===== config.mk =====
export PLATFORM = sky130hd
export DESIGN_NAME = fp_norm_round_pack_flat
export DESIGN_NICKNAME = d
export VERILOG_FILES = /design/src/rtl/fp_norm_round_pack_if.sv /design/src/rtl/fp_norm_round_pack.sv /design/src/flat_wrapper.sv
export SDC_FILE = /design/constraint.sdc
export NUM_CORES = 1
export LEC_CHECK = 0
export BUFFER_PORTS_ARGS = -buffer_cell sky130_fd_sc_hd__buf_4
export CAP_MARGIN = 0
export CORE_AREA = 2 2 105 107
export DETAILED_ROUTE_END_ITERATION = 10
export DIE_AREA = 0 0 107 109
export PLACE_DENSITY = 0.87
export SKIP_CTS_REPAIR_TIMING = 1
export SYNTH_ARGS = -nofsm -noshare
export SYNTH_HDL_FRONTEND = slang
export SYNTH_SLANG_ARGS = --single-unit

===== constraint.sdc =====
create_clock -name clk -period 3.7 [get_ports clk]
set_clock_uncertainty 0.1 [all_clocks]
set_input_delay 0.74 -clock clk [delete_from_list [all_inputs] [get_ports clk]]
set_output_delay 0.74 -clock clk [all_outputs]
set_load 0.02 [all_outputs]

===== src/rtl/fp_norm_round_pack_if.sv =====
// Handshake and data bundle between the FP adder core, the normalize/round/pack
// back end, and the downstream consumer of packed binary32 results.
interface fp_norm_round_pack_if;
    // raw-sum side (adder core -> back end)
    logic        in_valid;
    logic        in_ready;
    logic [27:0] in_sum;
    logic [7:0]  in_exp;
    logic        in_sticky;

    // result side (back end -> consumer)
    logic        out_valid;
    logic        out_ready;
    logic [31:0] out_res;
    logic        out_ovf;
    logic        out_inexact;

    // Producer of raw sums and consumer of results.
    modport master (
        output in_valid,
        output in_sum,
        output in_exp,
        output in_sticky,
        output out_ready,
        input  in_ready,
        input  out_valid,
        input  out_res,
        input  out_ovf,
        input  out_inexact
    );

    // The normalize/round/pack block itself.
    modport slave (
        input  in_valid,
        input  in_sum,
        input  in_exp,
        input  in_sticky,
        input  out_ready,
        output in_ready,
        output out_valid,
        output out_res,
        output out_ovf,
        output out_inexact
    );
endinterface


===== src/rtl/fp_norm_round_pack.sv =====
// Back end of the binary32 adder path: renormalizes the signed, aligned raw sum
// one left shift per cycle, rounds to nearest-even and packs the IEEE-754 word.
//
// state   | meaning
// --------+-------------------------------------------------------------
// S_IDLE  | in_ready high, waiting for a raw sum
// S_NORM  | one normalization decision per cycle (zero, inf, >>1, <<1)
// S_ROUND | round-to-nearest-even, overflow detect, pack result
// S_DONE  | out_valid high, result held until out_ready
module fp_norm_round_pack #(
    parameter int MAX_LSH = 25
) (
    input  logic               clk,
    input  logic               rst_n,
    fp_norm_round_pack_if.slave bus
);

    typedef enum logic [1:0] {
        S_IDLE  = 2'd0,
        S_NORM  = 2'd1,
        S_ROUND = 2'd2,
        S_DONE  = 2'd3
    } state_t;

    localparam int CNT_W = $clog2(MAX_LSH + 1);

    state_t             r_state;
    logic               r_sign;
    logic [26:0]        r_mag;
    // One spare bit so exp+1 after a carry-out or right shift can reach 256.
    logic [8:0]         r_exp;
    logic               r_sticky;
    logic [CNT_W-1:0]   r_lsh_cnt;

    logic               r_in_ready;
    logic               r_out_valid;
    logic [31:0]        r_res;
    logic               r_ovf;
    logic               r_inexact;

    // |in_sum| fits in 27 bits because -2^27 is never presented, so negating
    // only the low 27 bits yields the exact magnitude.
    logic [26:0]        w_in_mag;
    logic [8:0]         w_in_exp;

    logic               w_inc;
    logic [24:0]        w_sig_rnd;
    logic [8:0]         w_exp_rnd;
    logic [22:0]        w_frac;
    logic               w_inexact;
    logic               w_ovf;

    assign w_in_mag = bus.in_sum[27] ? (27'd0 - bus.in_sum[26:0]) : bus.in_sum[26:0];
    assign w_in_exp = (bus.in_exp == 8'd0) ? 9'd1 : {1'b0, bus.in_exp};

    // Rounding datapath: lsb=mag[2], guard=mag[1], round=mag[0], sticky below.
    assign w_inc     = r_mag[1] & (r_mag[0] | r_sticky | r_mag[2]);
    assign w_sig_rnd = {1'b0, r_mag[25:2]} + {24'd0, w_inc};
    assign w_inexact = r_mag[1] | r_mag[0] | r_sticky;

    // Exponent field after rounding: carry-out bumps the exponent, and a
    // subnormal (hidden bit clear) only gains exponent field 1 if rounding
    // pushed it up into the hidden-bit position.
    always_comb begin
        w_exp_rnd = r_exp;
        w_frac    = w_sig_rnd[22:0];
        if (w_sig_rnd[24]) begin
            w_exp_rnd = r_exp + 9'd1;
            w_frac    = 23'd0;
        end else if (!r_mag[25]) begin
            w_exp_rnd = {8'd0, w_sig_rnd[23]};
        end
    end

    assign w_ovf = (w_exp_rnd >= 9'd255);

    // Control FSM together with the datapath registers and registered outputs.
    always_ff @(posedge clk or negedge rst_n) begin
        if (!rst_n) begin
            r_state     <= S_IDLE;
            r_sign      <= 1'b0;
            r_mag       <= 27'd0;
            r_exp       <= 9'd0;
            r_sticky    <= 1'b0;
            r_lsh_cnt   <= '0;
            r_in_ready  <= 1'b1;
            r_out_valid <= 1'b0;
            r_res       <= 32'd0;
            r_ovf       <= 1'b0;
            r_inexact   <= 1'b0;
        end else begin
            case (r_state)
                S_IDLE: begin
                    if (bus.in_valid) begin
                        r_sign     <= bus.in_sum[27];
                        r_mag      <= w_in_mag;
                        r_exp      <= w_in_exp;
                        r_sticky   <= bus.in_sticky;
                        r_lsh_cnt  <= '0;
                        r_in_ready <= 1'b0;
                        r_state    <= S_NORM;
                    end
                end

                S_NORM: begin
                    if (r_mag == 27'd0) begin
                        // exact cancellation always gives +0
                        r_res       <= 32'd0;
                        r_ovf       <= 1'b0;
                        r_inexact   <= 1'b0;
                        r_out_valid <= 1'b1;
                        r_state     <= S_DONE;
                    end else if (r_exp == 9'd255) begin
                        // larger operand was already inf: propagate, not an overflow
                        r_res       <= {r_sign, 8'hFF, 23'd0};
                        r_ovf       <= 1'b0;
                        r_inexact   <= 1'b0;
                        r_out_valid <= 1'b1;
                        r_state     <= S_DONE;
                    end else if (r_mag[26]) begin
                        // carry out of the add: one right shift, the lost bit joins sticky
                        r_mag    <= {1'b0, r_mag[26:1]};
                        r_sticky <= r_sticky | r_mag[0];
                        r_exp    <= r_exp + 9'd1;
                        r_state  <= S_ROUND;
                    end else if (r_mag[25]) begin
                        r_state <= S_ROUND;
                    end else if (r_exp == 9'd1) begin
                        // cannot go lower: round as subnormal
                        r_state <= S_ROUND;
                    end else if (r_lsh_cnt == CNT_W'(MAX_LSH)) begin
                        // shift budget exhausted; unreachable for a 27-bit magnitude
                        r_state <= S_ROUND;
                    end else begin
                        r_mag     <= {r_mag[25:0], 1'b0};
                        r_exp     <= r_exp - 9'd1;
                        r_lsh_cnt <= r_lsh_cnt + 1'b1;
                    end
                end

                S_ROUND: begin
                    if (w_ovf) begin
                        r_res     <= {r_sign, 8'hFF, 23'd0};
                        r_ovf     <= 1'b1;
                        r_inexact <= 1'b1;
                    end else begin
                        r_res     <= {r_sign, w_exp_rnd[7:0], w_frac};
                        r_ovf     <= 1'b0;
                        r_inexact <= w_inexact;
                    end
                    r_out_valid <= 1'b1;
                    r_state     <= S_DONE;
                end

                S_DONE: begin
                    if (bus.out_ready) begin
                        r_out_valid <= 1'b0;
                        r_in_ready  <= 1'b1;
                        r_state     <= S_IDLE;
                    end
                end

                default: begin
                    r_out_valid <= 1'b0;
                    r_in_ready  <= 1'b1;
                    r_state     <= S_IDLE;
                end
            endcase
        end
    end

    assign bus.in_ready    = r_in_ready;
    assign bus.out_valid   = r_out_valid;
    assign bus.out_res     = r_res;
    assign bus.out_ovf     = r_ovf;
    assign bus.out_inexact = r_inexact;

endmodule


===== src/flat_wrapper.sv =====
// flat-port wrapper written by rule: the top's interface ports become plain ports
module fp_norm_round_pack_flat 
#(
    parameter int MAX_LSH = 25
)
  (clk, rst_n, bus_in_valid, bus_in_sum, bus_in_exp, bus_in_sticky, bus_out_ready, bus_in_ready, bus_out_valid, bus_out_res, bus_out_ovf, bus_out_inexact);
  fp_norm_round_pack_if bus_i ();
  input  logic clk;
  input  logic rst_n;
  input wire logic [$bits(bus_i.in_valid)-1:0] bus_in_valid;
  input wire logic [$bits(bus_i.in_sum)-1:0] bus_in_sum;
  input wire logic [$bits(bus_i.in_exp)-1:0] bus_in_exp;
  input wire logic [$bits(bus_i.in_sticky)-1:0] bus_in_sticky;
  input wire logic [$bits(bus_i.out_ready)-1:0] bus_out_ready;
  output wire logic [$bits(bus_i.in_ready)-1:0] bus_in_ready;
  output wire logic [$bits(bus_i.out_valid)-1:0] bus_out_valid;
  output wire logic [$bits(bus_i.out_res)-1:0] bus_out_res;
  output wire logic [$bits(bus_i.out_ovf)-1:0] bus_out_ovf;
  output wire logic [$bits(bus_i.out_inexact)-1:0] bus_out_inexact;
  assign bus_i.in_valid = bus_in_valid;
  assign bus_i.in_sum = bus_in_sum;
  assign bus_i.in_exp = bus_in_exp;
  assign bus_i.in_sticky = bus_in_sticky;
  assign bus_i.out_ready = bus_out_ready;
  assign bus_in_ready = bus_i.in_ready;
  assign bus_out_valid = bus_i.out_valid;
  assign bus_out_res = bus_i.out_res;
  assign bus_out_ovf = bus_i.out_ovf;
  assign bus_out_inexact = bus_i.out_inexact;
  fp_norm_round_pack #(.MAX_LSH(MAX_LSH)) u_core (.clk(clk), .rst_n(rst_n), .bus(bus_i));
endmodule

Word-level counts from Yosys, hierarchy flattened
Cells that the tools add are included.
Storage, ports and cells
  flip-flop bits (word level): 81
  output and inout bits: 36
  input bits: 41
Cells by class
  add/subtract/negate cells: 5
  equality and inequality tests: 20
  bitwise logic cells: 5
  reductions and logical operators: 16
  multiplexer cells: 60
  magnitude comparators: 1
Operators by type and width (count)
  two-way mux 27 bit: 7
  two-way mux 9 bit: 9
  two-way mux 32 bit: 2
  one-hot mux 32 bit (2 select lines): 1
  one-hot mux 27 bit (2 select lines): 1
  two-way mux 5 bit: 7
  two-way mux 31 bit: 1
  logical NOT 27 bit: 1
  subtractor 1 x 27 -> 27 bit, first input constant: 1
  two-way mux 26 bit: 1
  adder 24 x 1 -> 25 bit: 1
  two-way mux 23 bit: 1
  one-hot mux 9 bit (2 select lines): 1
  two-way mux 2 bit: 8
  inequality test 2 bit, second input constant: 8
  two-way mux 1 bit: 13
  one-hot mux 5 bit (2 select lines): 1
  adder 9 x 1 -> 9 bit, second input constant: 1
  == test 9 x 1 -> 1 bit, second input constant: 1
  == test 9 x 8 -> 1 bit, second input constant: 1
  >= comparator 9 x 8 -> 1 bit, second input constant: 1
  inequality test 3 x 2 -> 1 bit, second input constant: 3
  AND reduction 3 bit: 3
  subtractor 9 x 1 -> 9 bit, second input constant: 1
  other kinds (22): 32

Logic depth before layout (Yosys ltp)
Gate-level depths: netlist of the first run.
  depth in word-level cells: 9
  depth in mapped cells: 13

Least setup slack after synthesis of the first run
OpenSTA, ideal clock, no wires.
  path kind: flip-flop to flip-flop
  start point: register u_core.r_exp[1]
  end point: register u_core.r_mag[18]
  path slack: 857 ps
  arrival: 2639 ps
  period minus slack after synthesis: 2843 ps
  library setup time: 104 ps
  cell stages (with the launch flop): 12
  cell sequence: dfrtp_1 > ha_1 > and3_1 > clkbuf_1 > nand2_1 > nor3_1 > ha_1 > a211o_1 > o31ai_1 > clkbuf_1 > nor2_1 > a221oi_1
On the way
  word-level cells in the longest chain between the ends: 3
RTL lines
  start, declared: RTL line fp_norm_round_pack.sv:31  | logic [8:0] r_exp;
  start signal, assigned: RTL line fp_norm_round_pack.sv:97  | r_exp <= w_in_exp;
  start signal, assigned: RTL line fp_norm_round_pack.sv:124  | r_exp <= r_exp + 9'd1;
  start signal, assigned: RTL line fp_norm_round_pack.sv:136  | r_exp <= r_exp - 9'd1;
  == test 9 x 1 -> 1 bit or == test 9 x 8 -> 1 bit (tied branches): RTL line fp_norm_round_pack.sv:128, fp_norm_round_pack.sv:113
  inequality test 3 x 2 -> 1 bit (no line) or inequality test 2 bit (tied branches)
  AND reduction 7 bit (no line) *
  end signal, assigned: RTL line fp_norm_round_pack.sv:96  | r_mag <= w_in_mag;
  end signal, assigned: RTL line fp_norm_round_pack.sv:122  | r_mag <= {1'b0, r_mag[26:1]};
  end signal, assigned: RTL line fp_norm_round_pack.sv:135  | r_mag <= {r_mag[25:0], 1'b0};
  end, declared: RTL line fp_norm_round_pack.sv:29  | logic [26:0] r_mag;
Every way passes the cells marked *; elsewhere a longest branch is shown, timed or not.
A chain may end at the register's enable or synchronous reset.

Worst setup path after layout of the first run
  start point: register u_core.r_exp[0]
  end point: register u_core.r_lsh_cnt[3]
On the way
  word-level cells in the longest chain between the ends: 3
RTL lines
  == test 9 x 1 -> 1 bit or == test 9 x 8 -> 1 bit (tied branches): RTL line fp_norm_round_pack.sv:128, fp_norm_round_pack.sv:113
  inequality test 2 bit (no line)
  AND reduction 8 bit (no line) *
  end signal, assigned: RTL line fp_norm_round_pack.sv:137  | r_lsh_cnt <= r_lsh_cnt + 1'b1;
  end, declared: RTL line fp_norm_round_pack.sv:33  | logic [CNT_W-1:0] r_lsh_cnt;
Marked as above.

==> results of run 1 <==
-- kinds of logic after synthesis --
group	count (synthesis)	share of synthesized area (%)
AOI/OAI and AO/OA	180	24.8
muxes	16	2.89
buffers and inverters	77	5.72
and+or+nand+nor	225	18.9
DFF	81	35.5
xor gates and xnor gates	62	9.51
adders and majority gates	12	2.63
-- worst register-to-register path, stage by stage (launching register included) --
cell       delay, ns
dfrtp_1         0.49
ha_1            0.30
and3_1          0.28
nand2_1         0.14
nor3_1          0.07
ha_1            0.27
a211o_1         0.38
a2111oi_0       0.70
and3_1          0.25
o21ai_0         0.08
-- final timing paths --
path                                            start                    end  cells after the start
min in group asynchronous                       rst_n        u_core.r_exp[2]                      1
worst max register to register        u_core.r_exp[0]    u_core.r_lsh_cnt[3]                      9
max in group asynchronous                       rst_n        u_core.r_mag[0]                      1
worst min register to register  u_core.bus.out_res[1]  u_core.bus.out_res[1]                      2
worst min-delay path            u_core.bus.out_res[1]  u_core.bus.out_res[1]                      2
worst max-delay path                  u_core.r_exp[0]    u_core.r_lsh_cnt[3]                      9
-- power by group through the flow --
stage	Sequential, mW	Combinational (mW)	Clock [mW]
after floorplan	1.63	2.37	0
after global placement	1.82	2.92	0
after detailed placement	1.85	3.02	0
after CTS	1.83	3.04	0.735
after global routing	1.91	3.37	0.765
final	1.86	3.06	0.730
-- state kept, by name (all words and copies together), names as in the netlist --
signal                  cells
u_core.bus.in_ready         1
u_core.bus.out_inexact      1
u_core.bus.out_ovf          1
u_core.bus.out_res         32
u_core.bus.out_valid        1
u_core.r_exp                9
u_core.r_lsh_cnt            5
u_core.r_mag               27
u_core.r_sign               1
u_core.r_state              2
u_core.r_sticky             1
-- final cells by class --
| cell class | instances | area (um2) |
|---|---|---|
| fill | 895 | 4080 |
| multi-input combinational | 495 | 3360 |
| sequential | 81 | 2030 |
| timing repair buffer | 87 | 666 |
| tap | 140 | 175 |
| clock buffer | 10 | 128 |
| clock inverter | 6 | 90.1 |
| inverter | 19 | 71.3 |
-- routing by layer --
metal	routed length (um)	vias up
li1	-	2470
met1	6610	2523
met2	6950	222
met3	883	20
met4	265	0
met5	0	-
-- cells in the final DEF (no fill, tap or decap), types with 2 or more instances in the layout --
cell type / netlist / layout
inv_6: 0 / 2
mux2i_1: 12 / 12
nand2_1: 95 / 95
nor2_1: 41 / 41
and3_1: 6 / 6
o41ai_1: 5 / 5
o211ai_1: 2 / 2
a22o_1: 5 / 5
inv_1: 19 / 19
dfrtp_1: 80 / 80
a21o_1: 3 / 3
a221oi_1: 17 / 17
clkbuf_8: 0 / 9
nand2b_1: 6 / 6
o22ai_1: 4 / 4
a21oi_1: 26 / 26
nor4_1: 11 / 11
buf_4: 0 / 86
o21ai_0: 24 / 24
o31ai_1: 34 / 33
and4_1: 4 / 4
a2111oi_0: 2 / 2
nor4b_1: 2 / 2
o21a_1: 4 / 3
xor2_1: 37 / 37
or3_1: 4 / 4
or4_1: 4 / 4
nand3_1: 21 / 21
o221ai_1: 7 / 7
mux2_2: 4 / 4
ha_1: 12 / 12
a211oi_1: 4 / 4
xnor2_1: 25 / 25
nor3_1: 10 / 10
bufinv_16: 0 / 2
a22oi_1: 4 / 4
o221a_2: 3 / 3
nand4_1: 11 / 11
o31ai_2: 21 / 22
-- metrics by stage --
stage	util [%]	power, mW
after global routing	61.5	6.05
after CTS	61.5	5.61
after detailed placement	59.4	4.87
after global placement	59.4	4.74
final	61.5	5.65
after floorplan	-	4.00
==> run metrics, run 1 <==
CTS tree done; met3 global-route usage 4.66%; gr usage total 26.2%; maxcap violations 0; Worst Setup Start Kind flop; finished layout cell area around 6500 um2; Final Routed Wirelength ~15,000 um; R2R Setup Slk between 0.5 and 0.6 ns; Synth Instances between 600 and 700; Max Fclk between 300 and 400 MHz; GP Congestion 0.910; drt first pass iters 7; ys flop type dfrtp_1; CP required about 3.9 ns; area leader, netlist dfrtp_1; Crit Path Category flop to flop; number of synthesized flops with an enable pin 0; Ports 77; Comb pwr share 54.2%; sequential fraction of the synthesis area between 30% and 40%; #FFs+latches synth a little over 80; peak supply drop 0.566 mV; Root Driver clkbuf_8; cts bufs inserted 9; post-route ant nets 0; ANT cells 0; Tmin final 3.15 ns; Max clock buf depth 2; Cell variety after synth 65; DRC errors left 0; worst-skew pair later-pin latency 0.38 ns; FP Rows 38; nets@finish around 750; vias in the first global route ~5,000; Psw ~2.8 mW; top-count cell post-synth nand2_1; H-tree level count 3; Die Width about 110 um; Int Pwr between 2 and 3 mW; Die Y approximately 110 um; Max-slew headroom 32.2%; largest delay contributor family on the critical path compound AO/OA/AOI/OAI gates; Critical Path AT 3.32 ns; grt met2 use 41.5%; first-pass GRT wire length about 24,000 um; dpl ws approximately 0.56 ns; placed instance area roughly 6300 um2; unrepaired setup endpoints after global routing no; Seq pwr share between 30 and 40%; Most Used Layer, Global Route met2; commonest cells in the synthesized netlist nand2_1 (95), dfrtp_1 (80), clkbuf_1 (42); # clock sinks between 80 and 90; Syn Nets a little over 700; Non-Filler Instances roughly 840; effective utilization at floorplan 53.8%; Max stage delay cell, worst path a2111oi_0; die area between 10,000 and 15,000 um2; P_leak between 2 and 3 nW; crit-path cells ha_1 > and3_1 > nand2_1 > nor3_1 > ha_1 > a211o_1 > a2111oi_0 > and3_1 > o21ai_0; Clock power frac 12.9%; Tcrit/Tclk final approximately 85%; Via density between 6 and 7; CP bufs+invs 0; power per cell area between 800 and 900 nW/um2; largest fanout on the critical path 10; Slew @ Worst Pin ~1.0 ns; post-DP HPWL 10,700 um; top cells by area, synth dfrtp_1 (35%), nand2_1 (6.2%), xor2_1 (5.7%); antenna violations before repair 0; Worst setup EP type flop; hold crit path type flop to flop; synthesized cell area between 5000 and 6000 um2; top cell type's share of synthesized area a little over a third; final worst slack 0.548 ns; clock-pin slew on the worst setup and hold paths 0.09 ns; Async S/R FF share, synth 100%; Max Slew Vio Count 0; syn_area_per_cell 8.74 um2; placed cell count roughly 820; status finished clean; Setup TNS Final 0 ns; Final Hold Fails 0; ratio of cells with drive above 1 in the final layout between 20% and 30%; Core ar. 10,600 um2; I/O Buffers 76; Syn. warnings 0; largest net degree at the start of global routing 82; routed vias between 5,000 and 6,000; Starting DRT DRC Count between 500 and 600; Post-Route Hold Slack ~0.39 ns; P&R area growth vs syn 14.2%; Overflow after GRT 0; # setup viols final 0; CP max stage delay roughly 0.70 ns; met1 usage 36.1%; switching portion of total power about 50%; DR WL/cell approximately 18 um
(Power assumes the default switching activity.)
==> run 2: changes to the inputs <==
--- a/config.mk
+++ b/config.mk
@@ -10,6 +10,7 @@
 export CORE_AREA = 2 2 105 107
 export DETAILED_ROUTE_END_ITERATION = 10
 export DIE_AREA = 0 0 107 109
+export MAX_ROUTING_LAYER = met4
 export PLACE_DENSITY = 0.87
 export SKIP_CTS_REPAIR_TIMING = 1
 export SYNTH_ARGS = -nofsm -noshare
==> constraint.sdc (replaced) <==
create_clock -name clk -period 3.7 [get_ports clk]
set_clock_uncertainty 0.1 [all_clocks]
set_input_delay 0.185 -clock clk [delete_from_list [all_inputs] [get_ports clk]]
set_output_delay 0.185 -clock clk [all_outputs]
set_load 0.02 [all_outputs]
==> run metrics, run 2 (synthesis results as in run 1) <==
final worst slack 0.389 ns (-0.159 ns); Setup TNS Final 0 ns (unchanged); Worst setup EP type flop; CP required 3.89 ns (+0.03 ns); ANT cells 0 (unchanged); crit-path cells ha_1 > and3_1 > nand2_1 > nor3_1 > ha_1 > a211o_1 > a2111oi_0 > nand4_1 > a21oi_1; status finished clean; Core ar. 10,600 um2 (unchanged); Root Driver clkbuf_8; hold crit path type input port to flop; FP Rows 38 (unchanged); first-pass GRT wire length 23,700 um (-2.9%); Slew @ Worst Pin 1.02 ns (+0.00480 ns); Final Routed Wirelength 14,500 um (-1.7%); CP max stage delay 0.82 ns (+0.12 ns); Via density 6.22 (-0.50%); finished layout cell area 6510 um2 (-0.15%); Final Hold Fails 0 (unchanged); clock-pin slew on the worst setup and hold paths 0.09 ns (about the same); P&R area growth vs syn 14.0%; cts bufs inserted 9 (unchanged); Critical Path AT 3.50 ns (+0.18 ns); placed instance area 6310 um2 (+0.12%); ratio of cells with drive above 1 in the final layout 20.3% (+0.085 points); Die Y 109 um (unchanged); unrepaired setup endpoints after global routing no; nets@finish 749 (+0.40%); routed vias 5,221 (-0.27%); power per cell area 842 nW/um2 (-2.8%); most common cell after layout, fill and taps aside nand2_1; Max clock buf depth 2 (unchanged); Starting DRT DRC Count 601 (+2.0%); post-route ant nets 0 (unchanged); antenna violations before repair 0 (unchanged); effective utilization at floorplan 53.8% (unchanged); Non-Filler Instances 840 (+0.24%); P_leak 2.68 nW (-0.23%); Max stage delay cell, worst path a2111oi_0; CTS tree done; gr usage total 26.3% (+0.087 points); die area 11,700 um2 (unchanged); Die Width 107 um (unchanged); Util after Layout 61.4% (-0.094 points); Max-slew headroom 30.2% (-2.1 points); placed cell count 823 (+0.12%); I/O Buffers 76 (unchanged); number of flip-flops in the largest register 32 (unchanged); DR WL/cell 17.2 um (-1.9%); GP Congestion 0.893 (-1.9%); largest net degree at the start of global routing 82 (unchanged); worst-skew pair later-pin latency 0.36 ns (-0.02 ns); Overflow after GRT 0 (unchanged); Max Slew Vio Count 0 (unchanged); H-tree level count 3 (unchanged); vias in the first global route 4,742 (-4.5%); Worst Setup Start Kind flop; Max Fclk 302 MHz (-4.8%); peak supply drop 0.612 mV (+8.1%); Tcrit/Tclk final 89.5% (+4.3 points); Ports 77 (unchanged); Post-Route Hold Slack 0.0228 ns (-0.365 ns); # clock sinks 81 (unchanged); CP bufs+invs 0 (unchanged); most frequent cells in the layout nand2_1 (95), buf_4 (87), dfrtp_1 (80); Crit Path Category flop to flop; dpl ws 0.490 ns (-0.0690 ns); DRC errors left 0 (unchanged); Tot Pwr 5.48 mW (-3.0%); # setup viols final 0 (unchanged); largest fanout on the critical path 10 (unchanged); drt first pass iters 5 (-2); most numerous cell on the critical path ha_1; largest delay contributor family on the critical path compound AO/OA/AOI/OAI gates; post-DP HPWL 10,800 um (+0.29%); Tmin final 3.31 ns (+0.159 ns); maxcap violations 0 (unchanged)
run 2: worst register-to-register path: stages (launching register included):
cell	delay, ns
dfrtp_1	0.49
ha_1	0.30
and3_1	0.27
nand2_1	0.14
nor3_1	0.07
ha_1	0.27
a211o_1	0.36
a2111oi_0	0.82
nand4_1	0.20
a21oi_1	0.22
run 2: final timing paths:
check | from | to | slack, ns | cells past startpoint
min reg2reg | u_core.bus.out_res[9] | u_core.bus.out_res[9] | 0.39 | 2
min in group asynchronous | rst_n | u_core.r_lsh_cnt[0] | 0.39 | 2
max | u_core.r_exp[0] | u_core.r_lsh_cnt[4] | 0.39 | 9
min | bus_out_ready | u_core.bus.in_ready | 0.02 | 3
max reg2reg | u_core.r_exp[0] | u_core.r_lsh_cnt[4] | 0.39 | 9
max in group asynchronous | rst_n | u_core.bus.out_res[24] | 2.40 | 2
run 2: area by class of cell:
| class | instances | area, um2 |
|---|---|---|
| flip-flops and latches | 81 | 2030 |
| clock inverters | 4 | 28.8 |
| fillers | 922 | 4090 |
| multi-input cells | 495 | 3360 |
| repair buffers | 90 | 693 |
| well taps | 140 | 175 |
| inverters | 19 | 71.3 |
| clock buffers | 11 | 151 |
run 2: per-layer routing:
layer | up-vias | GRT usage, % | wire length, um
li1 | 2485 | - | -
met1 | 2503 | 36.2 | 6500
met2 | 212 | 40.3 | 6810
met3 | 21 | 4.00 | 921
met4 | 0 | 8.72 | 233
met5 | - | - | 0
run 2: power by group:
part	leakage (nW)	internal, mW	total [mW]	switching [mW]
Clock	0.0874	0.276	0.599	0.323
Sequential	1.01	1.26	1.84	0.587
Combinational	1.59	1.22	3.04	1.82
==> run 3: changes to the inputs <==
--- a/config.mk
+++ b/config.mk
@@ -5,13 +5,15 @@
 export SDC_FILE = /design/constraint.sdc
 export NUM_CORES = 1
 export LEC_CHECK = 0
+export ABC_AREA = 1
 export BUFFER_PORTS_ARGS = -buffer_cell sky130_fd_sc_hd__buf_4
 export CAP_MARGIN = 0
-export CORE_AREA = 2 2 105 107
+export CORE_AREA = 2 2 108 110
+export CTS_BUF_LIST = sky130_fd_sc_hd__clkbuf_4
 export DETAILED_ROUTE_END_ITERATION = 10
-export DIE_AREA = 0 0 107 109
+export DIE_AREA = 0 0 110 112
 export MAX_ROUTING_LAYER = met4
-export PLACE_DENSITY = 0.87
+export PLACE_DENSITY = 0.86
 export SKIP_CTS_REPAIR_TIMING = 1
 export SYNTH_ARGS = -nofsm -noshare
 export SYNTH_HDL_FRONTEND = slang
==> run metrics, run 3 <==
ys flop type dfrtp_1; DR WL/cell 14.0 um (-19%); sequential fraction of the synthesis area 33.7% (-1.8 points); top cell type's share of synthesized area 33.3% (-1.8 points); post-route ant nets 0 (unchanged); Max stage delay cell, worst path inv_2; die area 12,300 um2 (+5.6%); routed vias 6,222 (+19%); first-pass GRT wire length 26,200 um (+11%); nets@finish 1,034 (+38%); Worst setup EP type flop; Post-Route Hold Slack -0.0520 ns (-0.0748 ns); top-count cell post-synth nand2_1; Via density 5.51 (-11%); Max Fclk 340 MHz (+12%); syn_area_per_cell 6.63 um2 (-24%); vias in the first global route 5,482 (+16%); Tcrit/Tclk final 79.6% (-9.9 points); Worst Setup Start Kind flop; hold crit path type input port to flop; Max-slew headroom 30.7% (+0.59 points); antenna violations before repair 1 (+1); drt first pass iters 6 (+1); top cells by area, synth dfrtp_1 (33%), nand2_1 (16%), nor2_1 (6.8%); Synth Area in XOR/XNOR 2.47% (-7.0 points); Final Hold Fails 3 (+3); grt met2 use 38.7% (-1.5 points); Util after Layout 61.7% (+0.27 points); failing checks negative hold slack; # clock sinks 81 (unchanged); Starting DRT DRC Count 754 (+25%); CP bufs+invs 3 (+3); status complete, but fails checks; Final Routed Wirelength 15,800 um (+9.4%); placed cell count 1,103 (+34%); largest delay contributor family on the critical path buffers and inverters; Max clock buf depth 2 (unchanged); most frequent cells in the layout nand2_1 (249), nor2_1 (109), inv_1 (95); I/O Buffers 76 (unchanged); Async S/R FF share, synth 100% (unchanged); P_leak 3.53 nW (+32%); maxcap violations 0 (unchanged); CTS tree done; Ports 77 (unchanged); Root Driver clkbuf_4; power per cell area 762 nW/um2 (-9.4%); unrepaired setup endpoints after global routing no; finished layout cell area 6890 um2 (+5.9%); met3 global-route usage 3.57% (-0.43 points); DRC errors left 0 (unchanged); area leader, netlist dfrtp_1; placed instance area 6680 um2 (+5.9%); H-tree level count 3 (unchanged); most numerous cell on the critical path o21ai_0; CP max stage delay 0.50 ns (-0.32 ns); Cell variety after synth 47 (-28%); peak supply drop 0.407 mV (-34%); post-synthesis mux area share 0% (-2.9 points); P&R area growth vs syn 14.4%; Syn. warnings 0 (unchanged); commonest cells in the synthesized netlist nand2_1 (249), nor2_1 (109), inv_1 (95); post-DP HPWL 11,700 um (+8.8%); R2R Setup Slk 0.76 ns (+0.37 ns); Die Width 110 um (+2.8%); number of flip-flops in the largest register 32 (unchanged); Tmin final 2.94 ns (-0.367 ns); Syn Nets 961 (+36%); largest net degree at the start of global routing 82 (unchanged); gr usage total 27.1% (+0.78 points); met1 usage 39.6% (+3.4 points); synthesized cell area 6020 um2 (+5.5%); Most Used Layer, Global Route met1; final worst slack 0.756 ns (+0.367 ns); largest family of logic cells by synthesized area simple AND/OR/NAND/NOR gates; crit-path cells ha_1 > nand3_1 > nor2_1 > ha_1 > nand2_1 > o21ai_0 > nor2_1 > inv_1 > a21oi_1 > nand3_1 > buf_4 > inv_2 > o21ai_0 > o21ai_0; FP Rows 39 (+2.6%); worst-skew pair later-pin latency 0.45 ns (+0.09 ns); Synth Area in Compound Gates 15.0% (-9.8 points); Crit Path Category flop to flop; cts bufs inserted 9 (unchanged); ratio of cells with drive above 1 in the final layout 13.8% (-6.5 points); Critical Path AT 3.22 ns (-0.28 ns); Die Y 112 um (+2.8%); Synth Area in Adders 2.49% (-0.14 points); number of synthesized flops with an enable pin 0 (unchanged); Tot Pwr 5.25 mW (-4.1%); #FFs+latches synth 81 (unchanged); Overflow after GRT 0 (unchanged); Non-Filler Instances 1,130 (+35%); Max Slew Vio Count 0 (unchanged); # setup viols final 0 (unchanged); CP required 3.97 ns (+0.08 ns); dpl ws 0.820 ns (+0.331 ns); Core ar. 11,200 um2 (+5.4%); Setup TNS Final 0 ns (unchanged); effective utilization at floorplan 53.9% (about the same); largest fanout on the critical path 42 (+32); most common cell after layout, fill and taps aside nand2_1; clock-pin slew on the worst setup and hold paths 0.13 ns (+0.04 ns); Slew @ Worst Pin 1.04 ns (+0.0175 ns); Synth Area in Simple Gates 37.5% (+19 points); Synth Instances 908 (+39%); GP Congestion 0.921 (+3.1%)
==> run 3: cell count changes after synthesis, moves of 21 or more <==
cell,before,now
o31ai_1,34,4
nand3_1,21,60
xnor2_1,25,2
nor2_1,41,109
clkbuf_1,42,17
o21ai_0,24,60
xor2_1,37,15
o31ai_2,21,0
nand2_1,95,249
inv_1,19,95
nand4_1,11,36
==> run 3: worst reg2reg max path: stages (launching register included) <==
cell     delay [ns]
dfrtp_1        0.48
ha_1           0.29
nand3_1        0.12
nor2_1         0.05
ha_1           0.20
nand2_1        0.08
o21ai_0        0.08
nor2_1         0.10
inv_1          0.08
a21oi_1        0.12
nand3_1        0.08
buf_4          0.22
inv_2          0.50
o21ai_0        0.23
o21ai_0        0.14
==> run 3: logic make-up (layout without fill, tap and decap cells) <==
group | after synthesis | after routing
simple gates | 507 | 507
fa+ha+maj | 12 | 12
compound gates | 156 | 156
flops | 81 | 81
buf+inv | 135 | 213
other cells | 0 | 1
xor+xnor | 17 | 17
==> run 3: final timing paths <==
check / startpoint / endpoint / cells after the start
worst max-delay path: u_core.r_exp[0] / u_core.r_exp[1] / 14
min in group asynchronous: rst_n / u_core.r_mag[1] / 2
worst min-delay path: bus_in_sticky / u_core.r_sticky / 5
worst min register to register: u_core.bus.out_res[18] / u_core.bus.out_res[18] / 2
max in group asynchronous: rst_n / u_core.bus.out_res[28] / 2
worst max register to register: u_core.r_exp[0] / u_core.r_exp[1] / 14
==> run 3: where the power goes <==
group | leakage [nW] | switching, mW | total [mW] | internal, mW
sequential | 1.02 | 0.427 | 1.70 | 1.27
clock | 0.0624 | 0.308 | 0.464 | 0.156
combinational | 2.45 | 2.03 | 3.09 | 1.06
==> run 3: final cells by class <==
type / instances / area (um2)
inverter: 105 / 394
clock inverter: 4 / 20.0
multi-input combinational: 692 / 3460
clock buffer: 12 / 90.1
fill: 1066 / 4280
sequential: 81 / 2030
timing repair buffer: 92 / 716
antenna: 1 / 2.50
tap: 143 / 179
==> run 3: metal layers <==
| layer | up-vias | share of wire, % | wire length, um |
|---|---|---|---|
| met3 | 23 | 7.1 | 1130 |
| met2 | 254 | 44 | 6930 |
| met5 | - | 0 | 0 |
| met1 | 2791 | 47 | 7480 |
| met4 | 0 | 1.9 | 295 |
| li1 | 3154 | - | - |
